File: src/rtl/ps2_host_tx.sv
// ps2_host_tx: PS/2 host-to-device command transmitter driving open-collector pull-low enables.
// Optional watchdog: define PS2_TX_WATCHDOG_EN to abort a stalled frame after TIMEOUT_CYCLES.
module ps2_host_tx #(
    parameter int INHIBIT_CYCLES = 6000,
    parameter int TIMEOUT_CYCLES = 750000,
    parameter int SYNC_STAGES    = 2
) (
    input  logic       clk,
    input  logic       resetn,
    input  logic [7:0] tx_data,
    input  logic       tx_valid,
    output logic       tx_ready,
    output logic       tx_busy,
    output logic       tx_done,
    output logic       tx_error,
    input  logic       ps_clk_in,
    input  logic       ps_data_in,
    output logic       ps_clk_oe,
    output logic       ps_data_oe
);
    localparam int IW = $clog2(INHIBIT_CYCLES + 1);

    typedef enum logic [2:0] {IDLE, INHIBIT, REL_CLK, DATA, STOP, ACK, WAIT_IDLE} state_t;

    state_t                 state_q, state_d;
    logic [SYNC_STAGES-1:0] clk_sync_q, clk_sync_d, data_sync_q, data_sync_d;
    logic                   clk_prev_q, clk_prev_d;
    logic [8:0]             shift_q, shift_d;
    logic [3:0]             bitcnt_q, bitcnt_d;
    logic [IW-1:0]          inh_cnt_q, inh_cnt_d;
    logic                   ack_ok_q, ack_ok_d;
    logic                   ready_q, ready_d, busy_q, busy_d, done_q, done_d, error_q, error_d;
    logic                   clk_oe_q, clk_oe_d, data_oe_q, data_oe_d;
    logic                   clk_s, data_s, fall, accept, timeout;

    assign clk_sync_d  = {clk_sync_q[SYNC_STAGES-2:0], ps_clk_in};
    assign data_sync_d = {data_sync_q[SYNC_STAGES-2:0], ps_data_in};
    assign clk_s       = clk_sync_q[SYNC_STAGES-1];
    assign data_s      = data_sync_q[SYNC_STAGES-1];
    assign clk_prev_d  = clk_s;
    assign fall        = clk_prev_q & ~clk_s;
    assign accept      = tx_valid & ready_q;

    assign tx_ready   = ready_q;
    assign tx_busy    = busy_q;
    assign tx_done    = done_q;
    assign tx_error   = error_q;
    assign ps_clk_oe  = clk_oe_q;
    assign ps_data_oe = data_oe_q;

`ifdef PS2_TX_WATCHDOG_EN
    localparam int TW = $clog2(TIMEOUT_CYCLES + 1);

    logic [TW-1:0] wd_cnt_q, wd_cnt_d;

    assign wd_cnt_d = (state_q == IDLE) ? '0 :
                      (wd_cnt_q >= TW'(TIMEOUT_CYCLES)) ? wd_cnt_q : wd_cnt_q + TW'(1);
    assign timeout  = (state_q inside {REL_CLK, DATA, STOP, ACK, WAIT_IDLE}) &&
                      (wd_cnt_q >= TW'(TIMEOUT_CYCLES - 1));

    // Watchdog counter: runs from acceptance, held at zero while idle
    always_ff @(posedge clk) begin
        wd_cnt_q <= !resetn ? '0 : wd_cnt_d;
    end
`else
    logic unused_timeout;

    assign unused_timeout = TIMEOUT_CYCLES > 0;
    assign timeout        = 1'b0;
`endif

    // Frame sequencing: next state, shift register and registered line/handshake outputs
    always_comb begin
        state_d   = state_q;
        shift_d   = shift_q;
        bitcnt_d  = bitcnt_q;
        inh_cnt_d = inh_cnt_q;
        ack_ok_d  = ack_ok_q;
        clk_oe_d  = clk_oe_q;
        data_oe_d = data_oe_q;
        ready_d   = 1'b0;
        done_d    = 1'b0;
        error_d   = 1'b0;
        case (state_q)
            IDLE: begin
                clk_oe_d  = accept;
                data_oe_d = 1'b0;
                ready_d   = ~accept;
                if (accept) begin
                    state_d   = INHIBIT;
                    shift_d   = {~^tx_data, tx_data};
                    bitcnt_d  = '0;
                    inh_cnt_d = '0;
                end
            end
            INHIBIT: begin
                inh_cnt_d = inh_cnt_q + IW'(1);
                if (inh_cnt_q == IW'(INHIBIT_CYCLES - 2)) begin
                    data_oe_d = 1'b1;
                    state_d   = REL_CLK;
                end
            end
            REL_CLK: begin
                clk_oe_d = 1'b0;
                state_d  = DATA;
            end
            DATA: if (fall) begin
                data_oe_d = ~shift_q[0];
                shift_d   = {1'b0, shift_q[8:1]};
                bitcnt_d  = bitcnt_q + 4'd1;
                state_d   = (bitcnt_q == 4'd8) ? STOP : DATA;
            end
            STOP: if (fall) begin
                data_oe_d = 1'b0;
                state_d   = ACK;
            end
            ACK: if (fall) begin
                ack_ok_d = ~data_s;
                state_d  = WAIT_IDLE;
            end
            WAIT_IDLE: if (clk_s && data_s) begin
                done_d  = ack_ok_q;
                error_d = ~ack_ok_q;
                state_d = IDLE;
            end
            default: state_d = IDLE;
        endcase
        if (timeout) begin
            state_d   = IDLE;
            clk_oe_d  = 1'b0;
            data_oe_d = 1'b0;
            done_d    = 1'b0;
            error_d   = 1'b1;
        end
        busy_d = ~ready_d;
    end

    // State, synchronizers and output registers with synchronous active-low reset
    always_ff @(posedge clk) begin
        if (!resetn) begin
            state_q     <= IDLE;
            clk_sync_q  <= '1;
            data_sync_q <= '1;
            clk_prev_q  <= 1'b1;
            shift_q     <= '0;
            bitcnt_q    <= '0;
            inh_cnt_q   <= '0;
            ack_ok_q    <= 1'b0;
            ready_q     <= 1'b1;
            busy_q      <= 1'b0;
            done_q      <= 1'b0;
            error_q     <= 1'b0;
            clk_oe_q    <= 1'b0;
            data_oe_q   <= 1'b0;
        end else begin
            state_q     <= state_d;
            clk_sync_q  <= clk_sync_d;
            data_sync_q <= data_sync_d;
            clk_prev_q  <= clk_prev_d;
            shift_q     <= shift_d;
            bitcnt_q    <= bitcnt_d;
            inh_cnt_q   <= inh_cnt_d;
            ack_ok_q    <= ack_ok_d;
            ready_q     <= ready_d;
            busy_q      <= busy_d;
            done_q      <= done_d;
            error_q     <= error_d;
            clk_oe_q    <= clk_oe_d;
            data_oe_q   <= data_oe_d;
        end
    end
endmodule
File: config.mk
export PLATFORM = sky130hd
export DESIGN_NAME = ps2_host_tx
export DESIGN_NICKNAME = d
export VERILOG_FILES = /design/src/rtl/ps2_host_tx.sv
export SDC_FILE = /design/constraint.sdc
export NUM_CORES = 1
export LEC_CHECK = 0
export ABC_CLOCK_PERIOD_IN_PS = 2600
export CELL_PAD_IN_SITES_DETAIL_PLACEMENT = 0
export CELL_PAD_IN_SITES_GLOBAL_PLACEMENT = 2
export CORE_MARGIN = 8
export CORE_UTILIZATION = 34
export CTS_CLUSTER_DIAMETER = 80
export DETAILED_ROUTE_END_ITERATION = 16
export PLACE_DENSITY = 0.77
export SYNTH_ARGS = -nofsm -noshare
export SYNTH_HDL_FRONTEND = slang
export SYNTH_SLANG_ARGS = --single-unit
File: constraint.sdc
create_clock -name clk -period 2.6 [get_ports clk]
set_input_delay 0.26 -clock clk [delete_from_list [all_inputs] [get_ports clk]]
set_output_delay 0.26 -clock clk [all_outputs]
set_load 0.01 [all_outputs]
After elaboration in Yosys (flattened, before gate mapping):

Cells that the tools add are included.

* register bits after elaboration: 41
* output and inout port bits: 6

* add/subtract/negate cells: 2
* eq/ne operators: 14
* muxes and demuxes: 22
* bitwise gates (word level): 8
* reductions and logical operators: 13

Operators with widths (number)
* case mux 13 bit (2 select lines): 1
* 2-to-1 mux 3 bit: 7
* case mux 3 bit (7 select lines): 1
* 2-to-1 mux 9 bit: 2
* case mux 9 bit (2 select lines): 1
* adder 13 x 1 -> 13 bit (second input constant): 1
* == test 13 bit (second input constant): 1
* 2-to-1 mux 13 bit: 1
* inequality test 2 bit (second input constant): 6
* == test 3 bit (second input constant): 3
* 2-to-1 mux 4 bit: 2
* case mux 4 bit (2 select lines): 1
* XNOR reduction 8 bit: 1
* == test 3 x 2 -> 1 bit (second input constant): 2
* NOT 1 bit: 6
* AND reduction 3 bit: 2
* AND reduction 6 bit: 1
* nonzero test 2 bit: 3
* adder 4 x 1 -> 4 bit (second input constant): 1
* == test 4 bit (second input constant): 1
* 2-to-1 mux 1 bit: 4
* case mux 1 bit (4 select lines): 1
* AND reduction 2 bit: 2
* AND reduction 4 bit: 1
* other kinds (6): 7

Longest topological paths before layout:

* word-level depth: 4
* gate-level depth with buffers: 6
* mapped depth without buffers: 6

Worst setup path after synthesis:

No wires, ideal clock.

* kind: reg-to-reg
* from: reg inh_cnt_q[1]
* to: reg state_q[0]
* data arrival time: 1.725 ns
* required time: 2.466 ns
* slack: 0.741 ns
* stages on the path, launching flop included: 6
* clock period less this slack: 1.859 ns
* cell sequence: dfxtp_1 > ha_1 > or3b_2 > o41ai_1 > nor4b_1 > a211oi_1

* word-level cells in the longest chain between the ends: 3

Ends and longest elaborated chain
* start, declared: line 30 `logic [IW-1:0] inh_cnt_q, inh_cnt_d;`
* start signal, assigned: line 162 `inh_cnt_q <= inh_cnt_d;`
* == test 13 bit: line 98 `if (inh_cnt_q == IW'(INHIBIT_CYCLES - 2)) begin`
* inequality test 2 bit (no source line)
* AND reduction 6 bit (no source line)
* end signal, assigned: line 156 `state_q <= state_d;`
* end, declared: line 25 `state_t state_q, state_d;`

Every way passes these cells.
A chain may end at the register's enable or synchronous reset.

Worst setup path in the final report:

Same ends and word-level chain as after synthesis.

==> results by group <==
Clock tree
  – Root Buffer: clkbuf_8
  – Cts bufs inserted: 5
  – Sink Count: 41
  – Worst skew pair latency: 0.29 ns
  – CTS Hold Buffers Added: 0
  – Clock Tree Buf Depth: 2
  – Clk slew on worst S/H paths: 0.08 ns
  – TritonCTS clock tree: done
  – H-tree levels: 2
  – Postcts setup bufs: 0
  – Post-cts sizing count: 0

Drt
  – Final wirelength: 4672 um
  – Routed WL per cell: 14.11 um
  – Detailed-route via count: 1,735
  – Routed Antenna Nets: 0
  – TritonRoute pass-1 iters: 4
  – Vias per cell: 5.242
  – Drt drc: 0
  – Iteration-0 DRC count of the detailed router: 58

Power and ir drop
  – Cell area power density: 591.0 mW/mm2
  – Peak supply drop: 0.2084 mV
  – Logic pwr share: 0.195
  – Total chip power: 1.389 mW
  – Lkg Pwr: 0.7924 nW
  – Total internal power: 0.9780 mW
  – Share of total power in the clock network: 0.291
  – Sw Ratio: 0.2957
  – Sequential share of power: 0.514
  – P_sw: 0.4106 mW

Die
  – # IOs: 19
  – Die Height: 92.81 um
  – Initial Utilization: 0.3449
  – Core area: 0.005816 mm2
  – Rows: 28
  – Die area: 0.008613 mm2
  – Die W: 92.81 um

GRT
  – GR Util met2: 0.1834
  – Largest net degree at the start of global routing: 21
  – Global-route wire length before repair: 8148 um
  – Initial antenna violation count: 0
  – Global Route met3 Usage: 0.03074
  – Total track usage: 0.1157
  – M1 GR Usage: 0.1471
  – Busiest layer in global routing: met2
  – Number of global-route vias before repair: 1,724
  – Global route overflow: 0

Layout
  – Layout area overhead: 17.16%
  – Multi-input logic area: 0.001082 mm2
  – Final #Nets: 272
  – Fillers: 639
  – Layout cells sized above 1: 0.08594
  – Most frequent cells in the layout: dfxtp_1, nand2_1, nor2_1, clkdlybuf4s50_1, a21oi_1
  – FF/Latch Area: 820.8 um2
  – Diodes inserted: 0
  – Leading cell type in the layout, fill and taps excluded: dfxtp_1

Hold path
  – Hold WC Path Type: reg2reg
  – Worst hold start: data_sync_q[0]

Job
  – Max_cap viols: 0

Synth
  – Mapped Area: 0.002006 mm2
  – Synth Net Count: 253
  – Synth Register Bits: 41
  – Post-synth EDFFs: 0
  – Synth area leaders: dfxtp_1, nand2_1, a311oi_1
  – Netlist cell types: 52
  – Top FF cell, synth: dfxtp_1
  – Sequential share of the synthesized area: 0.4092
  – Area share of the largest cell type after synthesis: 0.4092
  – Ys Warns: 0
  – Mapped Cells: 236
  – Largest area contributor in the netlist: dfxtp_1
  – Syn Area/Cell: 8.499 um2
  – Asr flop ratio synth: 0

STA
  – Final TNS setup: 0 ns
  – Setup Viol. Count Final: 0
  – Final period utilization: 0.8272
  – Setup Skew: 0.007452 ns
  – RSZ-0062 raised after global routing: no
  – Max Clock Freq: 0.4650 GHz
  – Fin. Hold Viols: 0
  – Relative slew slack: 0.5724
  – Setup WS post-layout: 0.4494 ns
  – Worst-margin pin slew: 0.6414 ns
  – Crit path time final: 2.151 ns
  – Slew Limit Fails: 0

Placed design
  – Port Buffers: 18
  – Pre-CTS setup slack: 0.4792 ns
  – Routability Congestion: 0.7540
  – HPWL Detailed: 3293 um

Worst setup path
  – Kind of start point of the critical path: register
  – Crit path DAT: 2.31 ns
  – Setup CP Type: reg2reg
  – Worst setup EP type: register
  – Reg-to-Reg Start: inh_cnt_q[1]
  – Worst EP required: 2.76 ns
  – Largest fanout on the critical path: 6
  – Critical Path Source: inh_cnt_q[1]

Run status
  – Status: complete, no violations
==> logic make-up (layout without fill, tap and decap cells) <==
group,after synthesis,count (layout),share of synthesized area
and+or+nand+nor,95,95,0.2614
AOI/OAI and AO/OA,64,64,0.2177
DFF,41,41,0.4092
buffers and inverters,24,44,0.05115
xor gates and xnor gates,7,7,0.03057
adders and majority gates,4,4,0.02495
muxes,1,1,0.004991
==> final cells by class <==
class / count / share of cell area
Inverter: 12 / 0.01917
Clock buffer: 6 / 0.03088
Multi-Input combinational cell: 171 / 0.4606
Clock inverter: 2 / 0.004260
Sequential cell: 41 / 0.3493
Timing Repair Buffer: 24 / 0.09585
Tap cell: 75 / 0.03994
==> per-stage QoR <==
step                      std cells  hold WS, ns  utilization  area (um2)
after global placement          323       0.3915       0.3898        2267
after detailed placement        323       0.3917       0.3898        2267
after CTS                       331       0.4117       0.4040        2350
after global routing            331       0.4233       0.4040        2350
after floorplan                 236       0.3333            -        2006
final                           331       0.4095       0.4040        2350
==> metal layers <==
metal	vias up	wire, um
li1	907	-
met1	801	2377
met2	22	2101
met3	5	127
met4	0	65
met5	-	0
==> synthesized netlist by cell type (4+ instances only) <==
cell / n
o311ai_0: 4
a311oi_1: 10
nor3_1: 5
inv_1: 12
buf_2: 4
a31oi_1: 7
nand3_1: 7
xnor2_1: 6
clkbuf_1: 7
nand2_1: 29
nand2b_1: 7
o21ai_0: 11
ha_1: 4
a21oi_1: 14
nor4_1: 4
dfxtp_1: 41
nor2_1: 18
==> worst max-delay path, cell delays in order (launching register included) <==
cell and delay, ns:
dfxtp_1 0.43, ha_1 0.17, or3b_2 0.44, o41ai_1 0.58
nor4b_1 0.33, a211oi_1 0.08
==> path summary, 6_finish.rpt <==
check	end	slack (ns)	depth (start not counted)
worst max-delay path	state_q[0]	0.45	5
worst min-delay path	data_sync_q[1]	0.41	1
worst max register to register	state_q[0]	0.45	5
worst min register to register	data_sync_q[1]	0.41	1
==> registers in the layout, indices dropped and copies added, names as in the netlist, 2 cells and up <==
| register | flops |
|---|---|
| clk_sync_q | 2 |
| inh_cnt_q | 13 |
| data_sync_q | 2 |
| shift_q | 9 |
| bitcnt_q | 4 |
| state_q | 3 |
==> power groups by stage <==
stage | combinational [mW] | clock, mW | sequential [mW]
4_1_cts | 0.271 | 0.420 | 0.715
3_5_place_dp | 0.270 | 0 | 0.728
5_1_grt | 0.303 | 0.447 | 0.723
6_report | 0.270 | 0.404 | 0.714
2_1_floorplan | 0.196 | 0 | 0.712
3_3_place_gp | 0.275 | 0 | 0.729
Power figures use the tool's default switching activity.
